==> src/rtl/fetch_unit.sv <==
// Instruction fetch: PC, ready-handshaked imem request, IF/ID register with NOP flush on redirect.
// One-cycle accept-to-IF/ID latency; a word accepted under stall is parked in a skid register.
module fetch_unit #(
   parameter int                  ADDR_W    = 32,
   parameter int                  INSTR_W   = 32,
   parameter logic [ADDR_W-1:0]   RESET_PC  = '0,
   parameter logic [INSTR_W-1:0]  NOP_INSTR = 32'hB800_0000
) (
   input  logic                clk,
   input  logic                reset,
   input  logic [1:0]          MuxDireccionPC,
   input  logic [ADDR_W-1:0]   jump_target,
   input  logic [ADDR_W-1:0]   branch_target,
   input  logic                stall,
   output logic                imem_req,
   output logic [ADDR_W-1:0]   imem_addr,
   input  logic [INSTR_W-1:0]  imem_rdata,
   input  logic                imem_ready,
   output logic [INSTR_W-1:0]  ifid_instr,
   output logic [ADDR_W-1:0]   ifid_pc,
   output logic                ifid_valid,
   output logic [4:0]          Opcode
);

   typedef enum logic {S_FETCH, S_HELD} state_t;

   state_t               r_state;
   logic [ADDR_W-1:0]    r_pc;
   logic [ADDR_W-1:0]    r_skid_pc;
   logic [INSTR_W-1:0]   r_skid_instr;
   logic [INSTR_W-1:0]   r_ifid_instr;
   logic [ADDR_W-1:0]    r_ifid_pc;
   logic                 r_ifid_valid;
   logic                 r_imem_req;

   logic                 w_redirect;
   logic [ADDR_W-1:0]    w_target;
   logic [ADDR_W-1:0]    w_pc_inc;

   // Select 11 is neither jump nor branch, so it falls through as sequential.
   assign w_redirect = (MuxDireccionPC == 2'b01) || (MuxDireccionPC == 2'b10);
   assign w_target   = (MuxDireccionPC == 2'b10) ? branch_target : jump_target;
   assign w_pc_inc   = r_pc + ADDR_W'(1);

   always_ff @(posedge clk) begin
      if (reset) begin
         r_state      <= S_FETCH;
         r_pc         <= RESET_PC;
         r_skid_pc    <= '0;
         r_skid_instr <= '0;
         r_ifid_instr <= NOP_INSTR;
         r_ifid_pc    <= '0;
         r_ifid_valid <= 1'b0;
         r_imem_req   <= 1'b1;
      end else begin
         case (r_state)
            S_FETCH: begin
               if (w_redirect) begin
                  r_pc         <= w_target;
                  r_ifid_instr <= NOP_INSTR;
                  r_ifid_pc    <= '0;
                  r_ifid_valid <= 1'b0;
               end else if (imem_ready && !stall) begin
                  r_ifid_instr <= imem_rdata;
                  r_ifid_pc    <= r_pc;
                  r_ifid_valid <= 1'b1;
                  r_pc         <= w_pc_inc;
               end else if (imem_ready) begin
                  // Word arrived while decode is stalled: park it and stop requesting.
                  r_skid_instr <= imem_rdata;
                  r_skid_pc    <= r_pc;
                  r_pc         <= w_pc_inc;
                  r_state      <= S_HELD;
                  r_imem_req   <= 1'b0;
               end
            end
            S_HELD: begin
               if (w_redirect) begin
                  r_pc         <= w_target;
                  r_ifid_instr <= NOP_INSTR;
                  r_ifid_pc    <= '0;
                  r_ifid_valid <= 1'b0;
                  r_skid_instr <= '0;
                  r_skid_pc    <= '0;
                  r_state      <= S_FETCH;
                  r_imem_req   <= 1'b1;
               end else if (!stall) begin
                  r_ifid_instr <= r_skid_instr;
                  r_ifid_pc    <= r_skid_pc;
                  r_ifid_valid <= 1'b1;
                  r_state      <= S_FETCH;
                  r_imem_req   <= 1'b1;
               end
            end
            default: r_state <= S_FETCH;
         endcase
      end
   end

   assign imem_req   = r_imem_req;
   assign imem_addr  = r_pc;
   assign ifid_instr = r_ifid_instr;
   assign ifid_pc    = r_ifid_pc;
   assign ifid_valid = r_ifid_valid;
   assign Opcode     = r_ifid_instr[INSTR_W-1 -: 5];

endmodule

==> config.mk <==
export PLATFORM = sky130hd
export DESIGN_NAME = fetch_unit
export DESIGN_NICKNAME = d
export VERILOG_FILES = /design/src/rtl/fetch_unit.sv
export SDC_FILE = /design/constraint.sdc
export NUM_CORES = 1
export LEC_CHECK = 0
export BUFFER_PORTS_ARGS = -buffer_cell sky130_fd_sc_hd__buf_4
export CAP_MARGIN = 10
export CORE_MARGIN = 2
export CORE_UTILIZATION = 53
export DETAILED_ROUTE_END_ITERATION = 10
export GPL_TIMING_DRIVEN = 0
export PLACE_DENSITY_LB_ADDON = 0.05
export SLEW_MARGIN = 20
export SYNTH_ARGS = -nofsm -noshare
export SYNTH_HDL_FRONTEND = slang
export SYNTH_SLANG_ARGS = --single-unit
==> constraint.sdc <==
create_clock -name clk -period 2.54 [get_ports clk]
set_input_delay 0.381 -clock clk [delete_from_list [all_inputs] [get_ports clk]]
set_output_delay 0.381 -clock clk [all_outputs]
set_load 0.01 [all_outputs]
# Yosys cells after proc, flatten, opt, wreduce, memory -nomap -nowiden

Cells that the tools add are included.

Equal/unequal tests: 9
Multiplexer cells: 41
Reductions and logical operators: 7
Bitwise operators: 1
Add/subtract/negate cells: 1

Operators by type and width:

| kind                    | count |
|---|---|
| $mux W32                | 20 |
| $pmux W32 S2            | 5 |
| $add A32 B1 Y32 const B | 1 |
| $mux W1                 | 13 |
| $reduce_and A4 Y1       | 2 |
| $ne A2 B2 Y1 const B    | 3 |
| $pmux W1 S2             | 3 |
| $ne A4 B4 Y1 const B    | 1 |
| $reduce_and A2 Y1       | 2 |
| $ne A3 B2 Y1 const B    | 1 |
| $ne A3 B3 Y1 const B    | 1 |
| $eq A2 B1 Y1 const B    | 1 |
| $eq A2 B2 Y1 const B    | 1 |
| $ne A2 B1 Y1 const B    | 1 |
| $logic_and A1 B1 Y1     | 1 |
| $logic_not A1 Y1        | 1 |
| $logic_or A1 B1 Y1      | 1 |
| $not A1 Y1              | 1 |

Register bits: 163

# Logic depth before layout (Yosys ltp)

Word-level depth: 5
Gate-level depth with buffers: 10

# Worst setup path after synthesis

OpenSTA, ideal clock, no wires.

Path type: input-to-reg
From: input MuxDireccionPC[0]
To: register r_skid_pc[6]
Buffers on the path: 3
Cell stages on the path: 10
Library setup time: 0.128 ns
Required time: 2.412 ns
Arrival time: 2.019 ns
Path slack: 0.393 ns
Path through: inv_1 ha_1 clkbuf_1 nand2b_1 clkbuf_1 nor2_1 a21oi_1 clkbuf_1 a22oi_1 nor2_1

Cells in the longest elaborated chain, start to end: 4
Elaborated cells between the ends (all ways): 6
Classes of those cells: 4 x eq/ne; 2 x reduce/logical

RTL lines:

| what                                                                 | RTL line | source |
|---|---|---|
| from (decl)                                                          | 11       | `input logic [1:0] MuxDireccionPC,` |
| $eq A2 B1 Y1 / $eq A2 B2 Y1 (equally long branches)                  | 41       | `assign w_redirect = (MuxDireccionPC == 2'b01) \|\| (MuxDireccionPC == 2'b10);` |
| $logic_or A1 B1 Y1 *                                                 | 41       |  |
| $ne A2 B2 Y1 (no source line) / $ne A2 B1 Y1 (equally long branches) | n/a      |  |
| $reduce_and A4 Y1 (no source line) *                                 | n/a      |  |
| to (signal assigned)                                                 | 71       | `r_skid_pc <= r_pc;` |
| to (decl)                                                            | 29       | `logic [ADDR_W-1:0] r_skid_pc;` |

Mark *: on every way between the ends. The rest lies on a longest branch, timed or not.
A chain may end at the register's enable or synchronous reset.

# Final worst setup path

From: input MuxDireccionPC[0]
To: register r_pc[29], in the netlist imem_addr[29]

Cells in the longest elaborated chain, start to end: 4
Elaborated cells between the ends (all ways): 10
Classes of those cells: 4 x eq/ne; 4 x mux; 2 x reduce/logical

RTL lines:

| what                                                     | RTL line | source |
|---|---|---|
| $eq A2 B2 Y1 / $eq A2 B1 Y1 (equally long branches)      | 41, 42   |  |
| $mux W32 / $logic_or A1 B1 Y1 (equally long branches)    | 42, 41   |  |
| $mux W32 (tied with other cells)                         | 78       | `if (w_redirect) begin` |
| $pmux W32 S2 / $reduce_and A2 Y1 (equally long branches) | n/a      |  |
| to (signal assigned)                                     | 59       | `r_pc <= w_target;` |
| to (signal assigned)                                     | 67       | `r_pc <= w_pc_inc;` |
| to (signal assigned)                                     | 79       | `r_pc <= w_target;` |
| to (decl)                                                | 28       | `logic [ADDR_W-1:0] r_pc;` |

Parallel ways exist; a longest one is shown, timed or not. The select of a mux whose other input is x is not followed.

==> qor.txt <==
Outcome: completed
First-pass GRT wire length: 39.72 mm
CTS sink count: 163
CP top delay family: buffers and inverters
Largest net degree at the start of global routing: 17
Clk_lat worst skew: 0.43 ns
EDFF count, synth: 0
GR Util met2: 47.79%
Setup violators final: 0
Crit path largest cell delay: 0.71 ns
Vias: 8191
Hold Crit Depth: 3
Leading area contributor after synthesis: dfxtp_1
Fillers: 1238
Reg2reg setup slack: 0.21 ns
RR Startpoint: r_state
CTS tree: done
WL/cell: 18.87 µm
# resized after CTS: 5
Max_slew headroom: 42.55%
DRT Pass-1 Iters: 7
Top Ports: 205
Met1 usage: 43.32%
Cells along the critical path: buf_4 -> inv_1 -> ha_1 -> clkbuf_1 -> clkbuf_1 -> mux2i_1 -> a21oi_1 -> o21ai_0 -> a21oi_1
Core ar.: 14530 µm²
Switching power: 1.932 mW
Post-DRT Antenna Nets: 0
Sum of routed wire length over all layers: 25.70 mm
Gr busiest metal: met2
Die area: 15860 µm²
PwrDens: 647.5 nW/µm²
Flop pwr share: 42.9%
Critical Path Stages: 9
DR vias/cell: 6.014
Share of layout cells above drive strength 1: 27.16%
Critical path type: input pin to flop
CTS Buffer Depth: 2
Register area: 3266 µm²
CP startpoint: MuxDireccionPC[0]
Synth top area share: 41.40%
Crit path capture: imem_addr[29]
Rows: 44
Crit path capture type: flop
Ys Warns: 0
Seq/Total Area, Yosys: 41.40%
Area post-placement: 9643 µm²
FF-to-FF End: ifid_pc[22]
Clk pin slew, worst setup/hold paths: 0.06 ns
RSZ-0062 raised after global routing: false
Depth of the CTS H-tree: 4
Top cells by area, synth: dfxtp_1 (41%), mux2_2 (8.3%), a22oi_1 (6.2%), a21oi_1 (5.2%), nand3_1 (4.8%)
Clock power share: 38.6%
Commonest non-fill, non-tap cell in the layout: buf_4
Crit path required time: 2.83 ns
Post-synthesis cell count: 942
Final Skew: 0.005186 ns
RD Place Congestion: 0.9264
CTS buffer count: 17
Final hold vios: 0
Library cells used by synthesis: 55
Total power: 6.632 mW
DRT iter0 DRCs: 739
Tmin final: 2.343 ns
Antenna cell count: 0
Peak VDD IR: 0.5171 mV
Pleak: 3.983 nW
Worst min path class: input pin to flop
Top_reg_cell synth: dfxtp_1
M3 GR Usage: 7.732%
Buffers and inverters on the worst path: 4
Hold_buf cts: 0
Fin crit share: 92.26%
Worst slew pin tran: 0.8617 ns
Synth async-reset ratio: 0%
Cell area after synthesis: 7881 µm²
Design Area, Final: 10240 µm²
Switching share of power: 29.13%
DRC violations left: 0
Commonest cells after routing, fill and taps aside: buf_4 (210), dfxtp_1 (161), nand2_1 (97), nor2_1 (91), a21oi_1 (81)
Synthesized flop and latch total: 163
Post-CTS setup buffers: 0
Final Max Slew Viols: 0
Gr ovfl total: 0
Vias in the first global route: 7582
Max Freq: 0.4267 GHz
Arr. time, crit path: 2.63 ns
Die height: 125.9 µm
Starting Density: 54.23%
GRT Util Overall: 31.33%
Root buffer cell: clkbuf_16
CP Max Fanout: 10
Crit-path slowest cell: clkbuf_1
Syn_nets: 1046
Post-DP HPWL: 18.12 mm
Setup crit start kind: input pin
Final net count: 1269
Die width: 125.9 µm
Reg2reg path depth: 7
Internal power: 4.700 mW
Synthesized area per cell: 8.367 µm²
I/O Buffers: 204
Combinational Power Share: 18.6%
Max_cap viols: 0
Initial antenna violation count: 0
Synth-to-Final Area Change: 29.96%
Multi-input gate area: 4220 µm²
[power groups by stage]
stage               registers, mW  logic [mW]  clock network (mW)
finish                       2.84        1.23                2.56
CTS                          2.84        1.22                2.56
floorplan                    2.90       0.636                   0
global placement             2.89        1.20                   0
global route                 2.86        1.33                2.68
detailed placement           2.89        1.21                   0
[sequential cells by signal (all words and copies together), names as in the netlist]
signal	flops
imem_req	1
r_skid_pc	32
r_state	1
imem_addr	32
ifid_instr	32
r_skid_instr	32
ifid_pc	32
ifid_valid	1
[tightest hold or removal path, cell delays in order]
cell	delay, ns
buf_4	0.09
a22oi_1	0.07
nor2_1	0.07
[metrics by stage]
step | util (%) | instances | setup slack [ns] | hold WS, ns | TNS [ns]
6_report | 70.47 | 1362 | 0.1967 | 0.2139 | 0
5_1_grt | 70.47 | 1362 | 0.01862 | 0.2161 | 0
3_5_place_dp | 66.35 | 1330 | -0.5112 | 0.4441 | -43.67
3_3_place_gp | 66.35 | 1330 | -0.4491 | 0.4396 | -40.77
4_1_cts | 70.39 | 1362 | 0.09484 | 0.2088 | 0
2_1_floorplan | - | 942 | 0.3929 | 0.4598 | 0
[synthesized netlist by cell type, types with 3 or more instances]
cell type,number
dfxtp_1,163
nand2_1,97
nor2_1,93
a21oi_1,82
clkbuf_1,76
nand3_1,75
a22oi_1,65
mux2_2,58
a22o_1,30
o21ai_0,28
mux2i_1,26
a211oi_1,15
nor3_1,12
inv_1,9
nand2b_1,8
nor4_1,8
nor2b_1,7
a31oi_1,6
buf_4,6
and3_1,5
buf_1,5
buf_2,5
nand4_1,5
o22ai_1,5
o31a_1,5
or3_1,5
and2_1,4
and4_1,3
o32ai_1,3
xnor2_1,3
[cell type report]
cell class | count | share of cell area (%)
Clock buffer | 19 | 4.324
Tap cell | 184 | 2.248
Sequential cell | 163 | 31.88
Timing Repair Buffer | 204 | 14.95
Multi-Input combinational cell | 677 | 41.20
Clock inverter | 13 | 1.307
Buffer | 92 | 3.714
Inverter | 10 | 0.3665
[layer usage]
layer	routed length, µm	share of wire, %	vias up
met4	664	2.6	0
met3	2519	9.8	56
li1	-	-	3875
met5	0	0	-
met2	11370	44	417
met1	11150	43	3843
[worst min-delay path by stage]
stage                         startpoint          endpoint
after CTS                 imem_rdata[27]  r_skid_instr[27]
after global placement     ifid_instr[3]     ifid_instr[3]
final                     imem_rdata[29]  r_skid_instr[29]
after floorplan            r_skid_pc[11]     r_skid_pc[11]
after detailed placement     ifid_pc[12]       ifid_pc[12]
after global routing      imem_rdata[29]  r_skid_instr[29]
[logic make-up (layout without fill, tap and decap cells)]
family / Yosys count / count (layout) / synth area share (%)
compound gates: 258 / 258 / 21.94
xor+xnor: 5 / 5 / 0.5557
fa+ha+maj: 2 / 2 / 0.3175
buf+inv: 102 / 338 / 5.223
flops: 163 / 163 / 41.40
mux: 84 / 84 / 11.59
simple gates: 328 / 328 / 18.97
No activity file was read; power rests on OpenSTA's default activity.
